[config.mk]
export PLATFORM = sky130hd
export DESIGN_NAME = mem_burst_ctrl
export DESIGN_NICKNAME = d
export VERILOG_FILES = /design/src/rtl/mem_burst_ctrl.sv
export SDC_FILE = /design/constraint.sdc
export NUM_CORES = 1
export LEC_CHECK = 0
export CAP_MARGIN = 20
export CORE_MARGIN = 4
export CORE_UTILIZATION = 43
export CTS_CLUSTER_SIZE = 40
export DETAILED_ROUTE_END_ITERATION = 7
export GPL_TIMING_DRIVEN = 0
export PLACE_DENSITY = 0.75
export SYNTH_ARGS = -nofsm -noshare
export SYNTH_HDL_FRONTEND = slang
export SYNTH_SLANG_ARGS = --single-unit
[constraint.sdc]
create_clock -name clk -period 2.9 [get_ports clk]
set_input_delay 0.87 -clock clk [delete_from_list [all_inputs] [get_ports clk]]
set_output_delay 0.87 -clock clk [all_outputs]
set_load 0.02 [all_outputs]
[src/rtl/mem_burst_ctrl.sv]
// ============================================================================
// Module      : mem_burst_ctrl
// Description : Burst request master for a single-port valid/ready memory.
//               It turns one command into sequential single-word accesses.
//               Define BURST_WRAP_EN to allow bursts that wrap past DEPTH-1.
// Revision    : 1.0 - initial release
// ============================================================================
`default_nettype none

module mem_burst_ctrl #(
  parameter int WIDTH      = 8,
  parameter int DEPTH      = 32,
  parameter int ADDR_WIDTH = $clog2(DEPTH)
) (
  input  logic                  clk,
  input  logic                  rst,
  input  logic                  cmd_valid,
  output logic                  cmd_ready,
  input  logic                  cmd_wr_rd,
  input  logic [ADDR_WIDTH-1:0] cmd_addr,
  input  logic [ADDR_WIDTH:0]   cmd_len,
  input  logic                  wd_valid,
  output logic                  wd_ready,
  input  logic [WIDTH-1:0]      wd_data,
  output logic                  rd_valid,
  input  logic                  rd_ready,
  output logic [WIDTH-1:0]      rd_data,
  output logic [ADDR_WIDTH-1:0] m_addr,
  output logic                  m_wr_rd,
  output logic [WIDTH-1:0]      m_wdata,
  output logic                  m_valid,
  input  logic [WIDTH-1:0]      m_rdata,
  input  logic                  m_ready,
  output logic                  busy,
  output logic                  done,
  output logic                  err
);

  typedef enum logic [2:0] {
    S_IDLE     = 3'd0,
    S_WR_FETCH = 3'd1,
    S_WR_REQ   = 3'd2,
    S_RD_REQ   = 3'd3,
    S_RD_OUT   = 3'd4,
    S_DONE     = 3'd5
  } state_t;

  localparam logic [ADDR_WIDTH+1:0] c_depth     = (ADDR_WIDTH+2)'(DEPTH);
  localparam logic [ADDR_WIDTH-1:0] c_last_addr = ADDR_WIDTH'(DEPTH - 1);

  state_t                r_state, w_state_nxt;
  logic [ADDR_WIDTH-1:0] r_addr, w_addr_nxt;
  logic [ADDR_WIDTH:0]   r_len, w_len_nxt;
  logic [ADDR_WIDTH:0]   r_cnt, w_cnt_nxt;
  logic [WIDTH-1:0]      r_rd_data, w_rd_data_nxt;
  logic [WIDTH-1:0]      r_m_wdata, w_wdata_hold;
  logic                  w_err_nxt;

  logic                  r_cmd_ready, r_wd_ready, r_rd_valid, r_m_wr_rd, r_m_valid;
  logic                  r_busy, r_done, r_err;
  logic [ADDR_WIDTH-1:0] r_m_addr;

  logic [ADDR_WIDTH+1:0] w_end;
  logic                  w_len_bad, w_cmd_bad;
  logic [ADDR_WIDTH-1:0] w_addr_inc;
  logic [ADDR_WIDTH:0]   w_cnt_inc;
  logic                  w_last;

  assign w_end     = {2'b00, cmd_addr} + {1'b0, cmd_len};
  assign w_len_bad = (cmd_len == '0) || ({1'b0, cmd_len} > c_depth);
`ifdef BURST_WRAP_EN
  assign w_cmd_bad = w_len_bad;
`else
  assign w_cmd_bad = w_len_bad || (w_end > c_depth);
`endif

  // Explicit wrap keeps the address modulo DEPTH even when DEPTH is not a power of two.
  assign w_addr_inc = (r_addr == c_last_addr) ? '0 : r_addr + 1'b1;
  assign w_cnt_inc  = r_cnt + 1'b1;
  assign w_last     = (w_cnt_inc == r_len);

  always_comb begin
    w_state_nxt   = r_state;
    w_addr_nxt    = r_addr;
    w_len_nxt     = r_len;
    w_cnt_nxt     = r_cnt;
    w_rd_data_nxt = r_rd_data;
    w_wdata_hold  = r_m_wdata;
    w_err_nxt     = 1'b0;

    case (r_state)
      S_IDLE: begin
        if (cmd_valid) begin
          w_addr_nxt = cmd_addr;
          w_len_nxt  = cmd_len;
          w_cnt_nxt  = '0;
          if (w_cmd_bad) begin
            w_err_nxt = 1'b1;
          end else begin
            w_state_nxt = cmd_wr_rd ? S_WR_FETCH : S_RD_REQ;
          end
        end
      end
      S_WR_FETCH: begin
        if (wd_valid) begin
          w_wdata_hold = wd_data;
          w_state_nxt  = S_WR_REQ;
        end
      end
      S_WR_REQ: begin
        if (m_ready) begin
          w_cnt_nxt   = w_cnt_inc;
          w_addr_nxt  = w_addr_inc;
          w_state_nxt = w_last ? S_DONE : S_WR_FETCH;
        end
      end
      S_RD_REQ: begin
        if (m_ready) begin
          w_rd_data_nxt = m_rdata;
          w_state_nxt   = S_RD_OUT;
        end
      end
      S_RD_OUT: begin
        if (rd_ready) begin
          w_cnt_nxt   = w_cnt_inc;
          w_addr_nxt  = w_addr_inc;
          w_state_nxt = w_last ? S_DONE : S_RD_REQ;
        end
      end
      S_DONE:  w_state_nxt = S_IDLE;
      default: w_state_nxt = S_IDLE;
    endcase
  end

  // Outputs are registered from the next state so every port comes straight off a flop.
  always_ff @(posedge clk) begin
    if (!rst) begin
      r_state     <= S_IDLE;
      r_addr      <= '0;
      r_len       <= '0;
      r_cnt       <= '0;
      r_rd_data   <= '0;
      r_m_wdata   <= '0;
      r_m_addr    <= '0;
      r_m_wr_rd   <= 1'b0;
      r_m_valid   <= 1'b0;
      r_cmd_ready <= 1'b1;
      r_wd_ready  <= 1'b0;
      r_rd_valid  <= 1'b0;
      r_busy      <= 1'b0;
      r_done      <= 1'b0;
      r_err       <= 1'b0;
    end else begin
      r_state     <= w_state_nxt;
      r_addr      <= w_addr_nxt;
      r_len       <= w_len_nxt;
      r_cnt       <= w_cnt_nxt;
      r_rd_data   <= w_rd_data_nxt;
      r_m_wdata   <= (w_state_nxt == S_WR_REQ) ? w_wdata_hold : '0;
      r_m_addr    <= ((w_state_nxt == S_WR_REQ) || (w_state_nxt == S_RD_REQ)) ? w_addr_nxt : '0;
      r_m_wr_rd   <= (w_state_nxt == S_WR_REQ);
      r_m_valid   <= (w_state_nxt == S_WR_REQ) || (w_state_nxt == S_RD_REQ);
      r_cmd_ready <= (w_state_nxt == S_IDLE);
      r_wd_ready  <= (w_state_nxt == S_WR_FETCH);
      r_rd_valid  <= (w_state_nxt == S_RD_OUT);
      r_busy      <= (w_state_nxt != S_IDLE);
      r_done      <= (w_state_nxt == S_DONE);
      r_err       <= w_err_nxt;
    end
  end

  assign cmd_ready = r_cmd_ready;
  assign wd_ready  = r_wd_ready;
  assign rd_valid  = r_rd_valid;
  assign rd_data   = r_rd_data;
  assign m_addr    = r_m_addr;
  assign m_wr_rd   = r_m_wr_rd;
  assign m_wdata   = r_m_wdata;
  assign m_valid   = r_m_valid;
  assign busy      = r_busy;
  assign done      = r_done;
  assign err       = r_err;

endmodule

`default_nettype wire

==> summary.md <==
| Metric | Value |
|---|---|
| Min-Delay Path Class | `flop to flop` |
| Type of the worst setup path | `primary input to flop` |
| Share of post-route cells with drive strength above 1 | `0.142` |
| Vias per cell | `~5.2` |
| Cell with the most instances after synthesis | `dfxtp_1` |
| Design Area, Final | `0.00337 mm^2` |
| Min Hold Slack | `approximately 0.46 ns` |
| Hpwl dp | `roughly 4300 um` |
| Slowest stage delay, CP | `between 0.3 and 0.4 ns` |
| Yosys warning total | `0` |
| Critical Path End Type | `flop` |
| Crit path arrival time | `between 3 and 4 ns` |
| Asr flop ratio synth | `0` |
| Flops & latches, synth | `approximately 50` |
| Worst setup margin | `0.0569 ns` |
| Peak VDD IR | `between 200 and 300 uV` |
| CP cell instances | `clkdlybuf4s15_1 -> ha_4 -> o21ai_1 -> or3b_1 -> and3_4 -> a31oi_4 -> nor4_4 -> buf_4 -> or2_4 -> o31a_1` |
| Fin nets | `393` |
| CP Buf/Inv Count | `2` |
| CTS tree | `built` |
| Design Power | `1.56 mW` |
| Slowest CP cell | `or3b_1` |
| GRT Total Usage | `0.185` |
| Slew Viols, Final | `0` |
| H-tree levels | `2` |
| Reg2reg setup slack | `roughly 0.29 ns` |
| Sink Count | `49` |
| TritonCTS Buffers | `5` |
| Setup-failing EPs final | `0` |
| Synth cell count leaders | `49 x dfxtp_1, 37 x nand2_1, 33 x nor2_1` |
| Crit share post-route | `0.980` |
| Hold path depth | `2` |
| Die width | `81.6 um` |
| Worst r2r path cells | `8` |
| Slew margin rel. | `0.475` |
| Status | `completed` |
| Clock root cell | `clkbuf_8` |
| Worst-margin pin slew | `~0.79 ns` |
| Cells after synthesis | `about 270` |
| Leakage power | `about 1.3 nW` |
| IO buf count | `62` |
| Boundary Pins | `63` |
| Setup_tns | `0 ns` |
| DRT antenna net count | `0` |
| Initial Utilization | `0.450` |
| Total wire length | `approximately 6100 um` |
| Drt wl/cell | `around 14 um` |
| Critical path fanouts, max | `6` |
| Vias post-DR | `approximately 2200` |
| Fmax | `roughly 0.35 GHz` |
| Min-Delay Startpoint | `rd_data[7]` |
| CP startpoint kind | `primary input` |
| DRT Pass-1 Iters | `4` |
| Sequential share of the synthesized area | `0.421` |
| Distinct cells, synth | `45` |
| Top cell type's share of synthesized area | `0.421` |
| Fin. Hold Viols | `0` |
| Critical R2R Launch | `r_cnt[0]` |
| Dominant synthesized flop cell | `dfxtp_1` |
| Fin cells | `between 400 and 500` |
| Die height | `around 82 um` |
| Initial DRC Count | `approximately 110` |
| Levels on crit path | `10` |
| Placed Cells | `approximately 400` |
| Post-synth EDFFs | `0` |
| Hold EP | `rd_data[7]` |
| Synthesized cell area | `around 0.0023 mm^2` |
| Worst-Skew Late Latency | `approximately 0.30 ns` |
| Syn_nets | `315` |
| Final GP Congestion | `about 0.90` |
| Crit path max-delay family | `simple AND/OR/NAND/NOR gates` |
| Aggregate global routing overflow | `0` |
| Max Cap Viol | `0` |
| Fin Clk Skew | `0.00866 ns` |
| Area post-placement | `roughly 0.0031 mm^2` |
| Clk pin slew, worst setup/hold paths | `0.09 ns` |
| Maximum root-to-sink buffer count | `2` |
| Final antenna diode count | `0` |
| Crit path time final | `about 2.8 ns` |
| Core area | `roughly 0.0052 mm^2` |
| DRC Markers | `0` |
| Initial antenna violation count | `0` |
| Die Area | `between 0.006 and 0.007 mm^2` |
| Required time at the endpoint of the critical path | `3.09 ns` |
| RR Endpoint | `busy` |
| Num rows | `26` |
| Place WS | `-0.797 ns` |
| Pin count of the biggest net entering global routing | `15` |
| Pwr Density | `roughly 460 mW/mm^2` |
| Synthesis-to-finish area growth | `44.8%` |
| Fin util | `0.652` |
| Global-route wire length before repair | `9600 um` |
| Post-synth top area cell | `dfxtp_1` |
| Synth top area cells | `dfxtp_1 42%, nand2_1 6.0%, a21oi_1 5.6%` |
| Vias in the first global route | `about 2100` |
| Avg Inst Size Synth | `around 8.6 um^2` |
[worst max-delay path by stage]
| stage | start | endpoint | slack, ns |
|---|---|---|---|
| after global placement | cmd_len[0] | busy | -0.69 |
| after detailed placement | cmd_len[0] | busy | -0.80 |
| after global routing | cmd_len[3] | busy | -0.03 |
| final | cmd_len[3] | busy | 0.06 |
| after CTS | cmd_addr[0] | busy | 0.03 |
| after floorplan | cmd_addr[0] | busy | 0.02 |
[worst register-to-register path, delay by kind of cell, from the launching register on]
kind | cells | cell delay, ns
simple gates | 3 | 0.59
fa+ha+maj | 1 | 0.28
flops | 1 | 0.46
compound gates | 4 | 1.17
[per-layer routing]
| layer | routed length [um] | vias to the layer above | GRT usage |
|---|---|---|---|
| met5 | 0 | - | 0 |
| met4 | 89 | 0 | 0.0482 |
| met3 | 206 | 9 | 0.0384 |
| met2 | 3030 | 46 | 0.313 |
| met1 | 2750 | 1032 | 0.241 |
| li1 | - | 1115 | - |
[flip-flops by register name, indices dropped and copies added (netlist names)]
name,count
busy,1
cmd_ready,1
done,1
err,1
m_addr,5
m_valid,1
m_wdata,8
m_wr_rd,1
r_addr,5
r_cnt,6
r_len,6
r_state,3
rd_data,8
rd_valid,1
wd_ready,1
[logic make-up after synthesis]
family	synth area share
adder cells (fa/ha/maj)	0.0516
AND/OR/NAND/NOR	0.239
multiplexers	0.0478
flip-flops	0.421
XOR/XNOR	0.0414
buffers and inverters	0.0258
AO/OA/AOI/OAI	0.173
[area by class of cell]
type,instances,area [um^2]
Timing Repair Buffer,70,642
Sequential cell,49,981
Fill cell,420,1800
Clock inverter,1,30.0
Multi-Input combinational cell,208,1490
Clock buffer,7,86.3
Inverter,7,26.3
Buffer,9,33.8
Tap cell,70,87.6
[power breakdown]
part           internal (mW)  leakage, nW  switching (mW)
Combinational          0.165        0.829           0.175
Clock                  0.281       0.0585           0.220
Sequential             0.698        0.398          0.0167
[what timing repair did]
action	4_1_cts	5_1_grt
endpoints found under the setup margin	21	20
hold buffers	0	0
resized for setup	30	24
pin swaps	7	11
setup buffers	2	6
gates cloned	0	1
[placed cells by master, fill, tap and decap left out, types with 5 or more instances in the layout]
cell type / instances
a21oi_1: 25
and2_1: 7
buf_4: 8
clkbuf_1: 7
clkbuf_2: 7
clkbuf_8: 6
clkdlybuf4s50_1: 51
dfxtp_1: 49
ha_4: 5
inv_1: 7
mux2i_1: 10
nand2_1: 37
nand3_1: 5
nor2_1: 32
nor3_1: 6
o21ai_0: 5
xnor2_1: 5
Note: power is estimated with default switching activity, not from simulation.
